[config.mk]
export PLATFORM = sky130hd
export DESIGN_NAME = ym6045c_z80_window_bridge
export DESIGN_NICKNAME = d
export VERILOG_FILES = /design/src/rtl/ym6045c_z80_window_bridge.sv
export SDC_FILE = /design/constraint.sdc
export NUM_CORES = 1
export LEC_CHECK = 0
export CAP_MARGIN = 20
export CELL_PAD_IN_SITES_DETAIL_PLACEMENT = 0
export CELL_PAD_IN_SITES_GLOBAL_PLACEMENT = 1
export CORE_MARGIN = 2
export CORE_UTILIZATION = 33
export CTS_CLUSTER_DIAMETER = 200
export CTS_CLUSTER_SIZE = 25
export DETAILED_ROUTE_END_ITERATION = 8
export PLACE_DENSITY = 0.86
export SKIP_LAST_GASP = 1
export SLEW_MARGIN = 20
export SYNTH_ARGS = -nofsm -noshare
export SYNTH_HDL_FRONTEND = slang
export SYNTH_SLANG_ARGS = --single-unit
[constraint.sdc]
create_clock -name CLK -period 1.6 [get_ports CLK]
set_clock_uncertainty 0.05 [all_clocks]
set_input_delay 0.32 -clock CLK [delete_from_list [all_inputs] [get_ports CLK]]
set_output_delay 0.32 -clock CLK [all_outputs]
set_load 0.01 [all_outputs]
[src/rtl/ym6045c_z80_window_bridge.sv]
// ym6045c_z80_window_bridge: Z80 $8000-$FFFF window onto the 68000 bus via a serially loaded bank register; optional DTACK timeout under YM6045C_DTACK_TIMEOUT_EN
module ym6045c_z80_window_bridge #(
  parameter int BANK_WIDTH = 9,
  parameter int MIN_AS_CYCLES = 2,
  parameter int TIMEOUT_CYCLES = 255
) (
  input  logic                     CLK,
  input  logic                     nRES,
  input  logic [15:0]              z80_a,
  input  logic                     z80_mreq_n,
  input  logic                     z80_rd_n,
  input  logic                     z80_wr_n,
  input  logic                     z80_d0,
  output logic                     z80_wait_n,
  output logic                     m68k_br_n,
  input  logic                     m68k_bg_n,
  input  logic                     m68k_dtack_n,
  output logic                     m68k_bgack_n,
  output logic                     m68k_as_n,
  output logic                     m68k_uds_n,
  output logic                     m68k_lds_n,
  output logic                     m68k_rw,
  output logic [BANK_WIDTH+13:0]   m68k_a,
  output logic                     m68k_addr_oe,
  output logic [BANK_WIDTH-1:0]    bank,
  output logic                     busy,
  output logic                     timeout
);
  typedef enum logic [2:0] {S_IDLE, S_REQ, S_ACK, S_CYC, S_DTW, S_END, S_REL} state_t;
  state_t state, nxt;
  logic [3:0] cnt;
  logic [7:0] tcnt;
  logic wr_q, lane, det, bank_wr, tmo_nxt, own, strb;
  assign det = state == S_IDLE && !z80_mreq_n && z80_a[15] && (!z80_rd_n || !z80_wr_n);
  assign bank_wr = state == S_IDLE && !z80_mreq_n && z80_a[15:8] == 8'h60 && wr_q && !z80_wr_n;
  assign own = nxt inside {S_ACK, S_CYC, S_DTW, S_END};
  assign strb = nxt == S_DTW || (nxt == S_CYC && m68k_rw);
  // next-state: one 68000 cycle per Z80 access, held in REL until the Z80 drops MREQ
  always_comb begin
    nxt = state;
    tmo_nxt = 1'b0;
    case (state)
      S_IDLE: nxt = det ? S_REQ : S_IDLE;
      S_REQ:  nxt = !m68k_bg_n ? S_ACK : S_REQ;
      S_ACK:  nxt = S_CYC;
      S_CYC:  nxt = S_DTW;
      S_DTW: begin
        if (cnt == 4'd0 && !m68k_dtack_n) nxt = S_END;
`ifdef YM6045C_DTACK_TIMEOUT_EN
        else if (tcnt == 8'(TIMEOUT_CYCLES - 1)) begin
          nxt = S_END;
          tmo_nxt = 1'b1;
        end
`endif
      end
      S_END:  nxt = S_END == state ? S_REL : S_IDLE;
      S_REL:  nxt = z80_mreq_n ? S_IDLE : S_REL;
      default: nxt = S_IDLE;
    endcase
  end
  // state, latched access, counters and registered bus outputs decoded from the next state
  always_ff @(posedge CLK or negedge nRES) begin
    if (!nRES) begin
      state <= S_IDLE;
      wr_q <= 1'b1;
      lane <= 1'b0;
      cnt <= 4'd0;
      tcnt <= 8'd0;
      bank <= '0;
      m68k_rw <= 1'b1;
      m68k_a <= '0;
      z80_wait_n <= 1'b1;
      m68k_br_n <= 1'b1;
      m68k_bgack_n <= 1'b1;
      m68k_as_n <= 1'b1;
      m68k_uds_n <= 1'b1;
      m68k_lds_n <= 1'b1;
      m68k_addr_oe <= 1'b0;
      busy <= 1'b0;
      timeout <= 1'b0;
    end else begin
      state <= nxt;
      wr_q <= z80_wr_n;
      if (bank_wr) bank <= {z80_d0, bank[BANK_WIDTH-1:1]};
      if (det) begin
        m68k_rw <= !z80_rd_n;
        m68k_a <= {bank, z80_a[14:1]};
        lane <= z80_a[0];
      end
      cnt <= state == S_CYC ? 4'(MIN_AS_CYCLES) : (state == S_DTW && cnt != 4'd0) ? cnt - 4'd1 : cnt;
      tcnt <= state == S_DTW ? tcnt + 8'd1 : 8'd0;
      z80_wait_n <= nxt == S_IDLE || nxt == S_REL;
      m68k_br_n <= nxt != S_REQ;
      m68k_bgack_n <= !own;
      m68k_addr_oe <= own;
      m68k_as_n <= !(nxt == S_CYC || nxt == S_DTW);
      m68k_uds_n <= !(strb && !lane);
      m68k_lds_n <= !(strb && lane);
      busy <= nxt != S_IDLE;
      timeout <= tmo_nxt;
    end
  end
endmodule

==> results of run 1 <==
==> critical path, delay by kind of cell (launching register included) <==
| kind | cells | cell delay, ns |
|---|---|---|
| buf+inv | 1 | 0.18 |
| flops | 1 | 0.42 |
| simple gates | 2 | 0.51 |
| mux | 1 | 0.29 |
==> state kept, by name, indices dropped and copies added (netlist names), 3 cells and up <==
signal,cells
cnt,4
bank,9
m68k_a,23
state,3
==> metrics by stage <==
| stage | setup WS [ns] | setup TNS [ns] | std cells |
|---|---|---|---|
| finish | 0.0214 | 0 | 312 |
| global route | -0.0408 | -0.500 | 312 |
| CTS | 0.000210 | 0 | 312 |
| detailed placement | -0.310 | -8.60 | 301 |
| global placement | -0.280 | -8.28 | 301 |
| floorplan | 0.0313 | 0 | 152 |
==> layer usage <==
metal / part of all wire, % / up-vias
met5: 0 / -
met4: 1.5 / 0
li1: - / 692
met2: 48 / 45
met3: 6.4 / 8
met1: 44 / 697
==> where the power goes <==
group	total [µW]	leakage, µW	internal [µW]	switching, µW
Sequential	1910	0.000626	1690	218
Combinational	1860	0.00106	1070	790
Clock	896	0.0000504	465	431
==> synthesized netlist by cell type (2+ instances only) <==
library cell / count
nand2_1: 7
o21a_1: 3
clkbuf_1: 2
inv_1: 7
o211ai_1: 2
nand3b_1: 2
buf_6: 2
o21ai_0: 2
dfrtp_1: 42
dfstp_2: 8
mux2_4: 16
mux2_2: 17
ha_1: 2
nor2_1: 9
a21oi_1: 3
mux2i_1: 3
nand2b_1: 3
==> how the worst min path moves through the flow <==
stage,end,cells past startpoint
after floorplan,bank[0]$_DFFE_PN0P_,0
after CTS,m68k_lds_n$_DFF_PN1_,1
after global placement,m68k_a[18]$_DFFE_PN0N_,2
after global routing,m68k_lds_n$_DFF_PN1_,1
after detailed placement,m68k_a[18]$_DFFE_PN0N_,2
final,m68k_lds_n$_DFF_PN1_,1
==> repair_timing <==
item	CTS	global route
hold buffers	1	0
pin swaps	2	0
resized for setup	23	18
hold endpoints to repair	42	0
setup endpoints to repair	39	49
buffers inserted	2	0
==> layout make-up <==
cell class	count	area, µm²
timing repair buffer	82	830
inverter	7	26.3
tap	77	96.3
sequential	50	1260
clock inverter	3	45.0
fill	568	3190
clock buffer	5	68.8
multi-input combinational	88	832
==> cell families (layout without fill, tap and decap cells) <==
family / Yosys count / after routing / synth area share (%)
adder cells (fa/ha/maj): 2 / 2 / 1.16
AND/OR/NAND/NOR: 32 / 32 / 9.31
other: 1 / 1 / 0.173
buffers and inverters: 14 / 97 / 3.41
flip-flops: 50 / 50 / 58.3
AO/OA/AOI/OAI: 17 / 17 / 6.36
multiplexers: 36 / 36 / 21.3
==> impl_metrics.py, run 1 <==
metrics = {
    "global_routing": {
        "antenna_found_initial": 0,
        "top_usage_layer": "met2",
        "grt_max_degree": 51,
        "met1_usage_pct": 16.9,
        "groute.layer.met3.usage_pct": 3.89,
        "grt_overflow": 0,
        "grt_pass1_wl_um": 7260,
        "grt.total_usage_pct": 12.8,
        "grt_pass1_vias": 1530,
        "use_met2_pct": 19.7,
    },
    "floorplan": {
        "fp.dieW_um": 85.0,
        "design.die.area_mm2": 0.00722,
        "core_mm2": 0.00635,
        "die_h_um": 85.0,
        "initial_utilization_pct": 34.1,
        "fp-row-count": 29,
        "io_pins": 66,
    },
    "finish": {
        "syn_to_final_growth_pct": 46.0,
        "final_common_cell": "dfrtp_1",
        "final_net_count": 260,
        "mostFrequentLayoutCells": "42 x dfrtp_1, 24 x clkdlybuf4s50_1, 22 x dlygate4sd2_1",
        "utilization_pct": 49.8,
        "final_layout_size_suffix_gt1_share_pct": 31.1,
        "design_area_mm2": 0.00316,
        "diodes": 0,
    },
    "synth": {
        "yosys.area.top_type": "dfrtp_1",
        "ys_ff_latch": 50,
        "synthFlopType": "dfrtp_1",
        "ys_seq_area_share_pct": 58.3,
        "syn_avg_cell_area_um2": 14.2,
        "synth_nets": 178,
        "yosysTopAreaCellShare_pct": 48.6,
        "synth_edf_count": 0,
        "synth_cells": 152,
        "synth-async-reset-ratio_pct": 100,
        "synth_area_mm2": 0.00216,
        "ys_types": 39,
        "ys_warn_count": 0,
        "synth_area_leaders": "dfrtp_1 49%, mux2_4 11%, dfstp_2 9.7%, mux2_2 8.8%, nor2_1 1.6%",
    },
    "cts": {
        "clk_pin_slew_ns": 0.10,
        "cts_tree": "done",
        "insertion_delay_ns": 0.31,
        "htree_levels": 2,
        "cts_buffers": 5,
        "clock_path_buffers": 2,
        "cts_root_buf": "clkbuf_8",
        "numClockSinks": 50,
    },
    "pwr": {
        "ir_drop_mv": 0.738,
        "p_leak_uw": 0.00174,
        "finalPower_uw": 4670,
        "power_density_mw_per_mm2": 1480,
    },
    "detailed_routing": {
        "wirelength_um": 4340,
        "avgRoutedWirePerCell_um": 13.9,
        "drcViolationCount": 0,
        "drtAntennaViolNets": 0,
        "avgViaCountPerCell": 4.62,
        "num_vias": 1442,
        "drt_iter0_markers": 63,
        "dr.pass1.iters": 4,
    },
    "timing": {
        "report.final.hold_viol_count": 0,
        "rsz0062_at_grt": "yes",
        "clock.fmax_mhz": 633,
        "period_needed_ns": 1.58,
        "holdWs_ns": 0.379,
        "finalSetupViolCount": 0,
        "period_share_pct": 98.7,
        "slew_viol_final": 0,
    },
    "worst_hold_path": {
        "hold_path.class": "reg2reg",
        "min-delay-start": "lane$_DFFE_PN0N_",
    },
    "placed_design": {
        "dpl.hpwl_um": 3110,
        "portBuffers": 64,
        "gp_congestion": 0.787,
        "post_dp_cell_area_mm2": 0.00300,
    },
    "worst_setup_path": {
        "reg2reg_to": "m68k_a[8]$_DFFE_PN0N_",
        "crit_type": "reg2reg",
        "worstSetupEndpoint": "m68k_a[8]$_DFFE_PN0N_",
        "worstPathRequired_ns": 1.74,
        "slowest_stage": "dfrtp_1",
        "arrival_ns": 1.72,
        "regToRegSetupSlack_ns": 0.02,
        "critPathMaxStageDelay_ns": 0.42,
        "r2r_cells": 4,
        "crit_fanout": 16,
        "critPathCaptureType": "register",
        "critical_path.cell_chain": "nor4_4, nand3_4, buf_12, mux2_4",
        "regToRegStartpoint": "state[1]$_DFF_PN0_",
        "worstSetupStartpoint": "state[1]$_DFF_PN0_",
        "start_kind": "register",
    },
    "job": {
        "drv_cap": 0,
    },
    "status": {
        "status": "finished, final reports clean",
    },
}
(Power assumes the default switching activity.)
==> inputs of run 2 (changes only) <==
- ABC_AREA: unset -> 1
- PLACE_DENSITY: 0.86 -> 0.89
- clock period: 1.6 -> 1.54 ns (I/O delays scaled with it)
==> impl_metrics.py, run 2 <==
metrics = {
    "status": {
        "status": "finished, final reports clean",
    },
    "synth": {
        "synth_cells": 229,
        "synth_xor_xnor_area_share_pct": 0,
        "ys_seq_area_share_pct": 61.1,
        "yosysTopAreaCellShare_pct": 50.9,
        "synth_top_family_by_area": "simple AND/OR/NAND/NOR gates",
        "syn_avg_cell_area_um2": 9.02,
        "synth.mux.area_fraction_pct": 0,
        "synth_nets": 255,
        "synth_area_mm2": 0.00207,
        "synth_edf_count": 0,
        "synth.most_common_cell": "nand2_1",
        "ys_ff_latch": 50,
        "yosys.area_share.simple_pct": 28.9,
        "synth_area_leaders": "dfrtp_1 51%, nand2_1 18%, dfstp_2 10%, nand3_1 4.4%, inv_1 2.9%",
        "synth-async-reset-ratio_pct": 100,
        "yosys-top-cells-count": "100 x nand2_1, 42 x dfrtp_1, 18 x nand3_1, 16 x inv_1, 9 x nor2_1",
        "ys_types": 22,
        "synth-compound-area-share_pct": 3.15,
        "ys_warn_count": 0,
        "yosys.area.top_type": "dfrtp_1",
        "synth-adder-area-share_pct": 1.21,
        "synthFlopType": "dfrtp_1",
    },
    "worst_setup_path": {
        "cp_num_buf_inv": 1,
        "critPathCaptureType": "output port",
        "crit_type": "reg2out",
        "start_kind": "register",
        "slowest_stage": "dfstp_2",
        "critPathMaxStageDelay_ns": 0.56,
        "arrival_ns": 1.16,
        "worstPathRequired_ns": 1.18,
        "crit_fanout": 3,
        "cpLargestDelayFamily": "flip-flops",
        "critical_path.cell_chain": "dlygate4sd2_1",
    },
    "floorplan": {
        "fp-row-count": 28,
        "fp.dieW_um": 83.1,
        "design.die.area_mm2": 0.00691,
        "core_mm2": 0.00599,
        "io_pins": 66,
        "initial_utilization_pct": 34.5,
        "die_h_um": 83.1,
    },
    "pwr": {
        "p_sw_share_pct": 34.1,
        "sequentialPowerShare_pct": 45.1,
        "p_int_uw": 2890,
        "p_leak_uw": 0.00159,
        "p_switching_uw": 1490,
        "ir_drop_mv": 0.680,
        "combinationalPowerShare_pct": 33.8,
        "power_density_mw_per_mm2": 1500,
        "clockPowerShare_pct": 21.1,
    },
    "detailed_routing": {
        "avgViaCountPerCell": 4.52,
        "num_vias": 1728,
        "dr.pass1.iters": 4,
        "drtAntennaViolNets": 0,
        "wirelength_um": 4610,
        "drcViolationCount": 0,
        "avgRoutedWirePerCell_um": 12.1,
        "drt_iter0_markers": 135,
    },
    "finish": {
        "largestRegisters": "m68k_a x23, bank x9, cnt x4",
        "final.fill_count": 584,
        "top_register": "m68k_a",
        "final_net_count": 332,
        "final_layout_size_suffix_gt1_share_pct": 12.1,
        "diodes": 0,
        "mostFrequentLayoutCells": "100 x nand2_1, 42 x dfrtp_1, 40 x dlygate4sd2_1",
        "ff_latch_area_mm2": 0.00126,
        "syn_to_final_growth_pct": 41.3,
        "final_common_cell": "nand2_1",
        "multi_input_area_um2": 691,
        "largest_register_ffs": 23,
    },
    "placed_design": {
        "gp_congestion": 0.750,
        "portBuffers": 64,
        "dpl.hpwl_um": 3330,
    },
    "cts": {
        "cts_buffers": 5,
        "insertion_delay_ns": 0.30,
        "cts_root_buf": "clkbuf_8",
        "htree_levels": 2,
        "cts_tree": "done",
        "clock_path_buffers": 2,
        "clk_pin_slew_ns": 0.09,
        "numClockSinks": 50,
    },
    "timing": {
        "slew_viol_final": 0,
        "clock.fmax_mhz": 660,
        "report.final.hold_viol_count": 0,
        "rsz0062_at_grt": "yes",
        "tns_ns": 0,
        "finalSetupViolCount": 0,
        "holdWs_ns": 0.346,
        "period_needed_ns": 1.52,
        "period_share_pct": 98.4,
    },
    "global_routing": {
        "grt_pass1_wl_um": 7850,
        "grt_max_degree": 51,
        "antenna_found_initial": 0,
        "grt.total_usage_pct": 13.9,
        "grt_overflow": 0,
        "grt_pass1_vias": 1670,
    },
    "worst_hold_path": {
        "hold_path.class": "reg2reg",
    },
    "job": {
        "drv_cap": 0,
    },
}
==> run 2: area by class of cell <==
type                    instances  area share (%)
clock buffers                   5            2.36
inverters                      17            2.27
clock inverters                 3            1.54
flip-flops and latches         50            43.2
multi-input cells             156            23.7
repair buffers                 76            23.7
well taps                      75            3.21
==> run 2: through the flow <==
stage	std cells	cell area, µm²	setup WS (ns)	utilization, %	total power, µW
CTS	382	2910	0.00430	48.6	4430
floorplan	229	2070	0.256	-	2840
finish	382	2920	0.0246	48.7	4380
detailed placement	369	2810	-0.196	46.9	3720
global route	382	2920	-0.0159	48.7	4670
global placement	369	2810	-0.165	46.9	3670
==> run 2: layer usage <==
metal | part of all wire [%] | GRT usage [%] | vias up
met3 | 4.2 | 3.38 | 9
met4 | 1.8 | 5.37 | 0
met2 | 50 | 22.9 | 45
li1 | - | - | 868
met5 | 0 | 0 | -
met1 | 44 | 17.7 | 806
==> run 2: cell families (layout without fill, tap and decap cells) <==
logic type / Yosys count / count (layout)
simple gates: 141 / 141
compound gates: 12 / 12
buf+inv: 23 / 101
other cells: 1 / 1
flops: 50 / 50
fa+ha+maj: 2 / 2
==> run 2: final timing paths <==
kind                                     start                      to  slack [ns]  cells past startpoint
min                           lane$_DFFE_PN0N_    m68k_lds_n$_DFF_PN1_        0.35                      1
max in group asynchronous                 nRES    m68k_uds_n$_DFF_PN1_        0.69                      3
min reg2reg                   lane$_DFFE_PN0N_    m68k_lds_n$_DFF_PN1_        0.35                      1
max                        m68k_rw$_DFFE_PN1N_                 m68k_rw        0.02                      1
min in group asynchronous                 nRES      state[0]$_DFF_PN0_        0.46                      3
max reg2reg                 state[2]$_DFF_PN0_  m68k_a[11]$_DFFE_PN0N_        0.16                      6
==> run 2: power by group through the flow <==
stage | Clock (µW) | Combinational [µW] | Sequential [µW]
after floorplan | 0 | 713 | 2130
after global placement | 0 | 1660 | 2010
after detailed placement | 0 | 1700 | 2020
after CTS | 942 | 1510 | 1990
after global routing | 988 | 1650 | 2030
final | 922 | 1480 | 1980
==> run 2: what timing repair did <==
item,in CTS,in global routing
gates cloned,0,0
gates resized for setup,40,3
endpoints found under the setup margin,40,7
buffers inserted,4,0
hold buffers,1,0
endpoints found under the hold margin,42,0
